===== config.mk =====
export PLATFORM = sky130hd
export DESIGN_NAME = if_stage_flat
export DESIGN_NICKNAME = d
export VERILOG_FILES = /design/src/rtl/mips_pkg.sv /design/src/rtl/if_stage_if.sv /design/src/rtl/if_stage_if_id_reg.sv /design/src/rtl/if_stage.sv /design/src/flat_wrapper.sv
export SDC_FILE = /design/constraint.sdc
export NUM_CORES = 1
export LEC_CHECK = 0
export ABC_AREA = 1
export CAP_MARGIN = 20
export CORE_MARGIN = 5
export CORE_UTILIZATION = 35
export CTS_CLUSTER_SIZE = 10
export DETAILED_ROUTE_END_ITERATION = 16
export PLACE_DENSITY = 0.66
export SLEW_MARGIN = 15
export SYNTH_ARGS = -nofsm -noshare
export SYNTH_HDL_FRONTEND = slang
export SYNTH_HIERARCHICAL = 1
export SYNTH_SLANG_ARGS = --single-unit

===== constraint.sdc =====
create_clock -name clk -period 2 [get_ports clk]
set_clock_uncertainty 0.15 [all_clocks]
set_input_delay 0.2 -clock clk [delete_from_list [all_inputs] [get_ports clk]]
set_output_delay 0.2 -clock clk [all_outputs]
set_load 0.05 [all_outputs]

===== src/rtl/mips_pkg.sv =====
// Shared MIPS pipeline constants: instruction width, reset/NOP defaults,
// and opcode/func encodings used by fetch, decode and control.
package mips_pkg;

    localparam int unsigned INSTR_W = 32;

    localparam logic [INSTR_W-1:0] RESET_PC_DEF  = 32'h0000_0000;
    localparam logic [INSTR_W-1:0] NOP_INSTR_DEF = 32'h0000_0000;

    localparam logic [5:0] OP_RTYPE = 6'h00;
    localparam logic [5:0] OP_J     = 6'h02;
    localparam logic [5:0] OP_BEQ   = 6'h04;
    localparam logic [5:0] OP_ADDI  = 6'h08;
    localparam logic [5:0] OP_LW    = 6'h23;
    localparam logic [5:0] OP_SW    = 6'h2B;

    localparam logic [5:0] FN_SLL   = 6'h00;
    localparam logic [5:0] FN_ADD   = 6'h20;
    localparam logic [5:0] FN_SUB   = 6'h22;
    localparam logic [5:0] FN_AND   = 6'h24;
    localparam logic [5:0] FN_OR    = 6'h25;
    localparam logic [5:0] FN_SLT   = 6'h2A;

endpackage


===== src/rtl/if_stage_if.sv =====
// Instruction-memory port of the fetch stage: address out, data and ready back.
interface if_stage_if;
    import mips_pkg::*;

    logic [INSTR_W-1:0] imem_addr;
    logic [INSTR_W-1:0] imem_rdata;
    logic               imem_ready;

    modport master (output imem_addr, input imem_rdata, input imem_ready);
    modport slave  (input imem_addr, output imem_rdata, output imem_ready);
endinterface


===== src/rtl/if_stage_if_id_reg.sv =====
// IF/ID pipeline register: holds IR, nextInst and id_valid; supports hold,
// flush (NOP + new PC+4) and bubble (NOP, PC+4 kept) on top of a normal load.
module if_id_reg
    import mips_pkg::*;
#(
    parameter logic [INSTR_W-1:0] NOP_INSTR = NOP_INSTR_DEF
) (
    input  logic               clk,
    input  logic               rst,
    input  logic               hold_i,
    input  logic               flush_i,
    input  logic               load_i,
    input  logic [INSTR_W-1:0] instr_i,
    input  logic [INSTR_W-1:0] pc4_i,
    output logic [INSTR_W-1:0] ir_o,
    output logic [INSTR_W-1:0] next_inst_o,
    output logic               valid_o
);

    logic [INSTR_W-1:0] ir_q, ir_d;
    logic [INSTR_W-1:0] next_inst_q, next_inst_d;
    logic               valid_q, valid_d;

    // Next-state selection; anything that is neither hold nor load inserts a NOP.
    always_comb begin
        ir_d        = ir_q;
        next_inst_d = next_inst_q;
        valid_d     = valid_q;
        if (hold_i) begin
            ir_d        = ir_q;
            next_inst_d = next_inst_q;
            valid_d     = valid_q;
        end else if (flush_i) begin
            ir_d        = NOP_INSTR;
            next_inst_d = pc4_i;
            valid_d     = 1'b0;
        end else if (load_i) begin
            ir_d        = instr_i;
            next_inst_d = pc4_i;
            valid_d     = 1'b1;
        end else begin
            ir_d        = NOP_INSTR;
            next_inst_d = next_inst_q;
            valid_d     = 1'b0;
        end
    end

    // Register update with asynchronous active-low reset.
    always_ff @(posedge clk or negedge rst) begin
        if (!rst) begin
            ir_q        <= NOP_INSTR;
            next_inst_q <= 32'h0000_0000;
            valid_q     <= 1'b0;
        end else begin
            ir_q        <= ir_d;
            next_inst_q <= next_inst_d;
            valid_q     <= valid_d;
        end
    end

    assign ir_o        = ir_q;
    assign next_inst_o = next_inst_q;
    assign valid_o     = valid_q;

endmodule


===== src/rtl/if_stage.sv =====
// MIPS instruction-fetch stage: PC register, next-PC selection (stall,
// branch/jump redirect, memory wait, sequential) and the IF/ID register.
module if_stage
    import mips_pkg::*;
#(
    parameter logic [INSTR_W-1:0] RESET_PC  = RESET_PC_DEF,
    parameter logic [INSTR_W-1:0] NOP_INSTR = NOP_INSTR_DEF
) (
    input  logic               clk,
    input  logic               rst,
    input  logic               stall,
    input  logic               PcSrc,
    input  logic               jump,
    input  logic [INSTR_W-1:0] beqAdr,
    input  logic [25:0]        jmpAdr,
    if_stage_if.master         imem,
    output logic [INSTR_W-1:0] pc,
    output logic [INSTR_W-1:0] IR,
    output logic [INSTR_W-1:0] nextInst,
    output logic               id_valid
);

    logic [INSTR_W-1:0] pc_q, pc_d;
    logic [INSTR_W-1:0] pc_plus4_s;
    logic [INSTR_W-1:0] jump_tgt_s;
    logic [INSTR_W-1:0] redirect_tgt_s;
    logic               redirect_s;
    logic               load_s;

    assign pc_plus4_s     = pc_q + 32'd4;
    // Jump target takes its upper nibble from the PC+4 of the jump sitting in IF/ID.
    assign jump_tgt_s     = {nextInst[31:28], jmpAdr, 2'b00};
    assign redirect_s     = (PcSrc | jump) & ~stall;
    assign redirect_tgt_s = jump ? jump_tgt_s : beqAdr;
    assign load_s         = imem.imem_ready;

    // Next-PC priority: stall, redirect, memory wait, sequential.
    always_comb begin
        pc_d = pc_q;
        if (stall) begin
            pc_d = pc_q;
        end else if (redirect_s) begin
            pc_d = redirect_tgt_s;
        end else if (!imem.imem_ready) begin
            pc_d = pc_q;
        end else begin
            pc_d = pc_plus4_s;
        end
    end

    // PC register with asynchronous active-low reset.
    always_ff @(posedge clk or negedge rst) begin
        if (!rst) begin
            pc_q <= RESET_PC;
        end else begin
            pc_q <= pc_d;
        end
    end

    assign pc             = pc_q;
    assign imem.imem_addr = pc_q;

    if_id_reg #(
        .NOP_INSTR (NOP_INSTR)
    ) u_if_id (
        .clk         (clk),
        .rst         (rst),
        .hold_i      (stall),
        .flush_i     (redirect_s),
        .load_i      (load_s),
        .instr_i     (imem.imem_rdata),
        .pc4_i       (pc_plus4_s),
        .ir_o        (IR),
        .next_inst_o (nextInst),
        .valid_o     (id_valid)
    );

endmodule


===== src/flat_wrapper.sv =====
// flat-port wrapper written by rule: the top's interface ports become plain ports
module if_stage_flat import mips_pkg::*;
#(
    parameter logic [INSTR_W-1:0] RESET_PC  = RESET_PC_DEF,
    parameter logic [INSTR_W-1:0] NOP_INSTR = NOP_INSTR_DEF
)
  (clk, rst, stall, PcSrc, jump, beqAdr, jmpAdr, pc, IR, nextInst, id_valid, imem_imem_addr, imem_imem_rdata, imem_imem_ready);
  if_stage_if imem_i ();
  input  logic clk;
  input  logic rst;
  input  logic stall;
  input  logic PcSrc;
  input  logic jump;
  input  logic [INSTR_W-1:0] beqAdr;
  input  logic [25:0] jmpAdr;
  output logic [INSTR_W-1:0] pc;
  output logic [INSTR_W-1:0] IR;
  output logic [INSTR_W-1:0] nextInst;
  output logic id_valid;
  output wire logic [$bits(imem_i.imem_addr)-1:0] imem_imem_addr;
  input wire logic [$bits(imem_i.imem_rdata)-1:0] imem_imem_rdata;
  input wire logic [$bits(imem_i.imem_ready)-1:0] imem_imem_ready;
  assign imem_imem_addr = imem_i.imem_addr;
  assign imem_i.imem_rdata = imem_imem_rdata;
  assign imem_i.imem_ready = imem_imem_ready;
  if_stage #(.RESET_PC(RESET_PC), .NOP_INSTR(NOP_INSTR)) u_core (.clk(clk), .rst(rst), .stall(stall), .PcSrc(PcSrc), .jump(jump), .beqAdr(beqAdr), .jmpAdr(jmpAdr), .imem(imem_i), .pc(pc), .IR(IR), .nextInst(nextInst), .id_valid(id_valid));
endmodule

==> results by stage <==
Setup path:
- The arrival time of data at the critical path endpoint is 1.60 ns.
- The startpoint of the most critical register-to-register path is u_core/imem.imem_addr[2]$_DFFE_PN0P_.
- STA puts the critical path data required time at 1.65 ns.
- The maximum fanout along the worst path is 4.
- The cell depth of the worst flop-to-flop path is 10.
- The worst setup path is of the flip-flop to output pin kind.
- The critical path launch point is u_core/imem.imem_addr[1]$_DFFE_PN0P_.
- Across all register-to-register paths, the minimum setup slack is 0.20 ns.
- The endpoint identified for the worst register-to-register timing path is u_core/u_if_id/next_inst_o[28]$_DFFE_PN0P_.
- The critical path's largest stage delay is 0.83 ns.
- The capturing element type of the critical path is an output pin.
- Traced cell by cell, the critical path runs through clkdlybuf4s50_1.
- The kind of launch point of the worst setup path is a flip-flop.
- The kind of cell with the highest combined delay on the critical path is buffers and inverters.
- For this design, the slowest cell found on the critical path is sky130_fd_sc_hd__clkdlybuf4s50_1.
- Together, buffers and inverters on the worst path number 1.

Finish:
- The number of antenna diodes in the final layout is 0.
- The share of layout cells above drive strength 1 is 14.4%.
- In the layout the commonest cells are sky130_fd_sc_hd__nand2_1 (284), sky130_fd_sc_hd__clkdlybuf4s50_1 (143), sky130_fd_sc_hd__dfrtp_1 (96).
- The number of nets in the layout is 1,048.
- Compared with the post-synthesis result, the final layout area differs by 42.4%.
- The most common cell after layout, fill and taps aside is sky130_fd_sc_hd__nand2_1.
- Excluding fillers, the count of instances in the completed layout stands at 1,176.

CTS:
- The clock transition at the register clock pins on the worst setup and hold paths after CTS is 0.07 ns.
- The CTS tree is yes.
- The largest buffer count on any clock path is 2.
- In this run, CTS created clock tree buffers numbering 9.
- The H-tree level count is 3.
- Counting every sink on the clock net gives 97.
- The insertion delay to the later sink of the worst-skew pair is 0.35 ns.
- The buffer type at the clock tree root is sky130_fd_sc_hd__clkbuf_16.

Route:
- For this block, the via count after detailed routing is 5,834.
- The final routed wire length divided by cell count is 16.4 microns.
- The detailed-routing iteration count for the pre-antenna-repair pass is 7.
- The detailed router's first-iteration violation count is 305.
- The wire length after detailed routing is 19.2 mm.
- The detail-routed via count per cell is 4.96.
- The remaining design rule violation count is 0.
- The post-detailed-route count of antenna-violating nets is 0.

Pwr:
- The maximum ir drop on the vdd rail is 0.000430 V.
- For this design the ratio of total power to cell area is 963 nW/um^2.
- The static power due to leakage is 0.00408 uW.

Die:
- The placeable core region is 16,500 sq um.
- The chip height is 139 microns.
- The width of the die is 139 microns.
- The number of standard-cell rows in the floorplan is 47.
- The die covers 19,300 sq um.
- For this configuration, the core starts out at a cell density of 35.3%.
- For this design the top-level I/O count stands at 225.

Timing:
- The number of hold-slack violations in the final timing report was 0.
- Of the available clock period, the critical path in the final layout requires 97.5%.
- At the pin with the least slew margin, the transition time is 0.549 ns.
- Setup repair after global routing left no endpoint under its margin.
- The max-slew violation total from the final report was 0.
- The worst hold slack is 0.145 ns.
- The max-slew headroom at the worst pin is 63.3%.
- The number of endpoints failing setup at the final stage is 0.
- Based on the critical path, the design can be clocked at up to 513 MHz.
- For the final routed database, the setup TNS stands at 0 ns.
- The routed design could run at a clock period as short as 1.95 ns.

Logic synthesis:
- The average cell area after synthesis is 7.57 sq um.
- The sequential cell area fraction in the yosys report is 41.7%.
- The total nets after synthesis is 866.
- The dominant synthesized flop cell is sky130_fd_sc_hd__dfrtp_1.
- In the post-synthesis netlist, the biggest area contributors are sky130_fd_sc_hd__dfrtp_1 (42%), sky130_fd_sc_hd__nand2_1 (18%), sky130_fd_sc_hd__nand3_1 (7.6%), sky130_fd_sc_hd__buf_4 (5.3%), sky130_fd_sc_hd__nand4_1 (3.5%).
- The unique cell type count in the Yosys netlist is 33.
- The mapped cell area is 5820 sq um.
- The Yosys warning count is 6.
- Summed over all instances, the cell type with the most area after synthesis is sky130_fd_sc_hd__dfrtp_1.
- The number of cells produced by synthesis is 769.
- The share of synthesized registers carrying an async set or reset is 100%.
- Yosys mapped a number of flops with a built-in enable equal to 0.
- The area fraction of the dominant cell type after synthesis is 41.7%.
- The synthesis-stage register bit count is 97.

Outcome:
- The run finished with clean final reports.

GRT:
- The overall fraction of global-route tracks in use is 19.9%.
- The maximum number of pins on one net before global-route repair is 50.
- After global routing the overflow that remains totals 0.
- The number of antenna violations at the first check in global routing is 0.
- The wire length of the first global-routing pass is 30.9 mm.
- The number of global-route vias before repair is 5,591.

Placement:
- Routability-driven placement finished with a final weighted congestion of 0.880.
- The count of input and output buffers is 224.
- The number of cells after detailed placement is 1,159.
- After legalization and detailed placement, the total HPWL measured 14.5 mm.

Run:
- The number of max-cap violations is 0.

Min path:
- The worst hold path class is input port to asynchronous set/reset pin.
registers in the layout, summed over array words and instances (netlist names):
| register | count |
|---|---|
| u_core/imem.imem_addr | 32 |
| u_core/u_if_id/valid_o | 1 |
| u_core/u_if_id/ir_o | 32 |
| u_core/u_if_id/next_inst_o | 32 |
routing by layer:
metal	track usage (%)	wire, microns	share of wire [%]	up-vias
met3	3.69	1180	6.1	23
met4	5.36	292	1.5	0
met2	32.7	9150	48	224
met5	0	0	0	-
li1	-	-	-	2851
met1	27.2	8620	45	2736
metrics by stage:
step / worst slack (ns) / instance area (sq um) / utilization [%] / total power, uW
after floorplan: 0.00953 / 5820 / - / 5070
after global placement: 0.187 / 7970 / 48.4 / 6260
after detailed placement: 0.143 / 7970 / 48.4 / 6280
after CTS: 0.0000177 / 8270 / 50.2 / 8060
after global routing: 0.0115 / 8290 / 50.3 / 8370
final: 0.0493 / 8290 / 50.3 / 7980
where the power goes:
part / switching [uW] / total [uW] / internal, uW
Combinational: 2440 / 3570 / 1130
Sequential: 351 / 2620 / 2260
Clock: 787 / 1790 / 1000
layout make-up:
class	count	area, sq um
multi-input combinational	555	2690
clock inverter	6	67.6
fill	1625	8180
timing repair buffer	249	2440
sequential	97	2430
inverter	39	149
tap	220	275
clock buffer	10	239
cells by family (layout without fill, tap and decap cells):
group	after synthesis	in the layout	share of synthesized area (%)
xor+xnor	7	7	1.05
buf+inv	117	304	12.1
simple gates	474	474	36.7
fa+ha+maj	1	1	0.215
mux	14	14	2.41
compound gates	59	59	5.72
flops	97	97	41.7
how the worst max path moves through the flow:
stage	endpoint	slack [ns]	depth (start not counted)
6_report	pc[1]	0.05	1
3_5_place_dp	u_core/imem.imem_addr[14]$_DFFE_PN0P_	0.14	7
2_1_floorplan	u_core/u_if_id/next_inst_o[24]$_DFFE_PN0P_	0.01	10
5_1_grt	pc[1]	0.01	1
4_1_cts	imem_imem_addr[0]	0.00002	1
3_3_place_gp	u_core/imem.imem_addr[17]$_DFFE_PN0P_	0.19	7
synth_stat cells, types with 3 or more instances:
library cell / number
sky130_fd_sc_hd__o211ai_1: 3
sky130_fd_sc_hd__buf_2: 20
sky130_fd_sc_hd__xnor2_1: 5
sky130_fd_sc_hd__nor2_4: 5
sky130_fd_sc_hd__a31oi_1: 13
sky130_fd_sc_hd__dfrtp_1: 97
sky130_fd_sc_hd__nand4_1: 33
sky130_fd_sc_hd__nor2_1: 38
sky130_fd_sc_hd__nand3_1: 88
sky130_fd_sc_hd__mux2i_1: 14
sky130_fd_sc_hd__buf_4: 41
sky130_fd_sc_hd__nand3_2: 10
sky130_fd_sc_hd__o21ai_1: 4
sky130_fd_sc_hd__clkbuf_1: 5
sky130_fd_sc_hd__inv_1: 35
sky130_fd_sc_hd__nand2_1: 284
sky130_fd_sc_hd__nand2_2: 5
sky130_fd_sc_hd__a21oi_1: 14
sky130_fd_sc_hd__o21ai_0: 24
sky130_fd_sc_hd__nor2_2: 5
sky130_fd_sc_hd__buf_6: 10
repair_timing:
action                                 CTS  global route
pin swaps                                0             0
buffers inserted                         0             0
gates resized for setup                 11             5
hold buffers                             1             0
setup endpoints to repair               14             5
cloned                                   0             0
endpoints found under the hold margin   71             0
No activity file was read; power rests on OpenSTA's default activity.
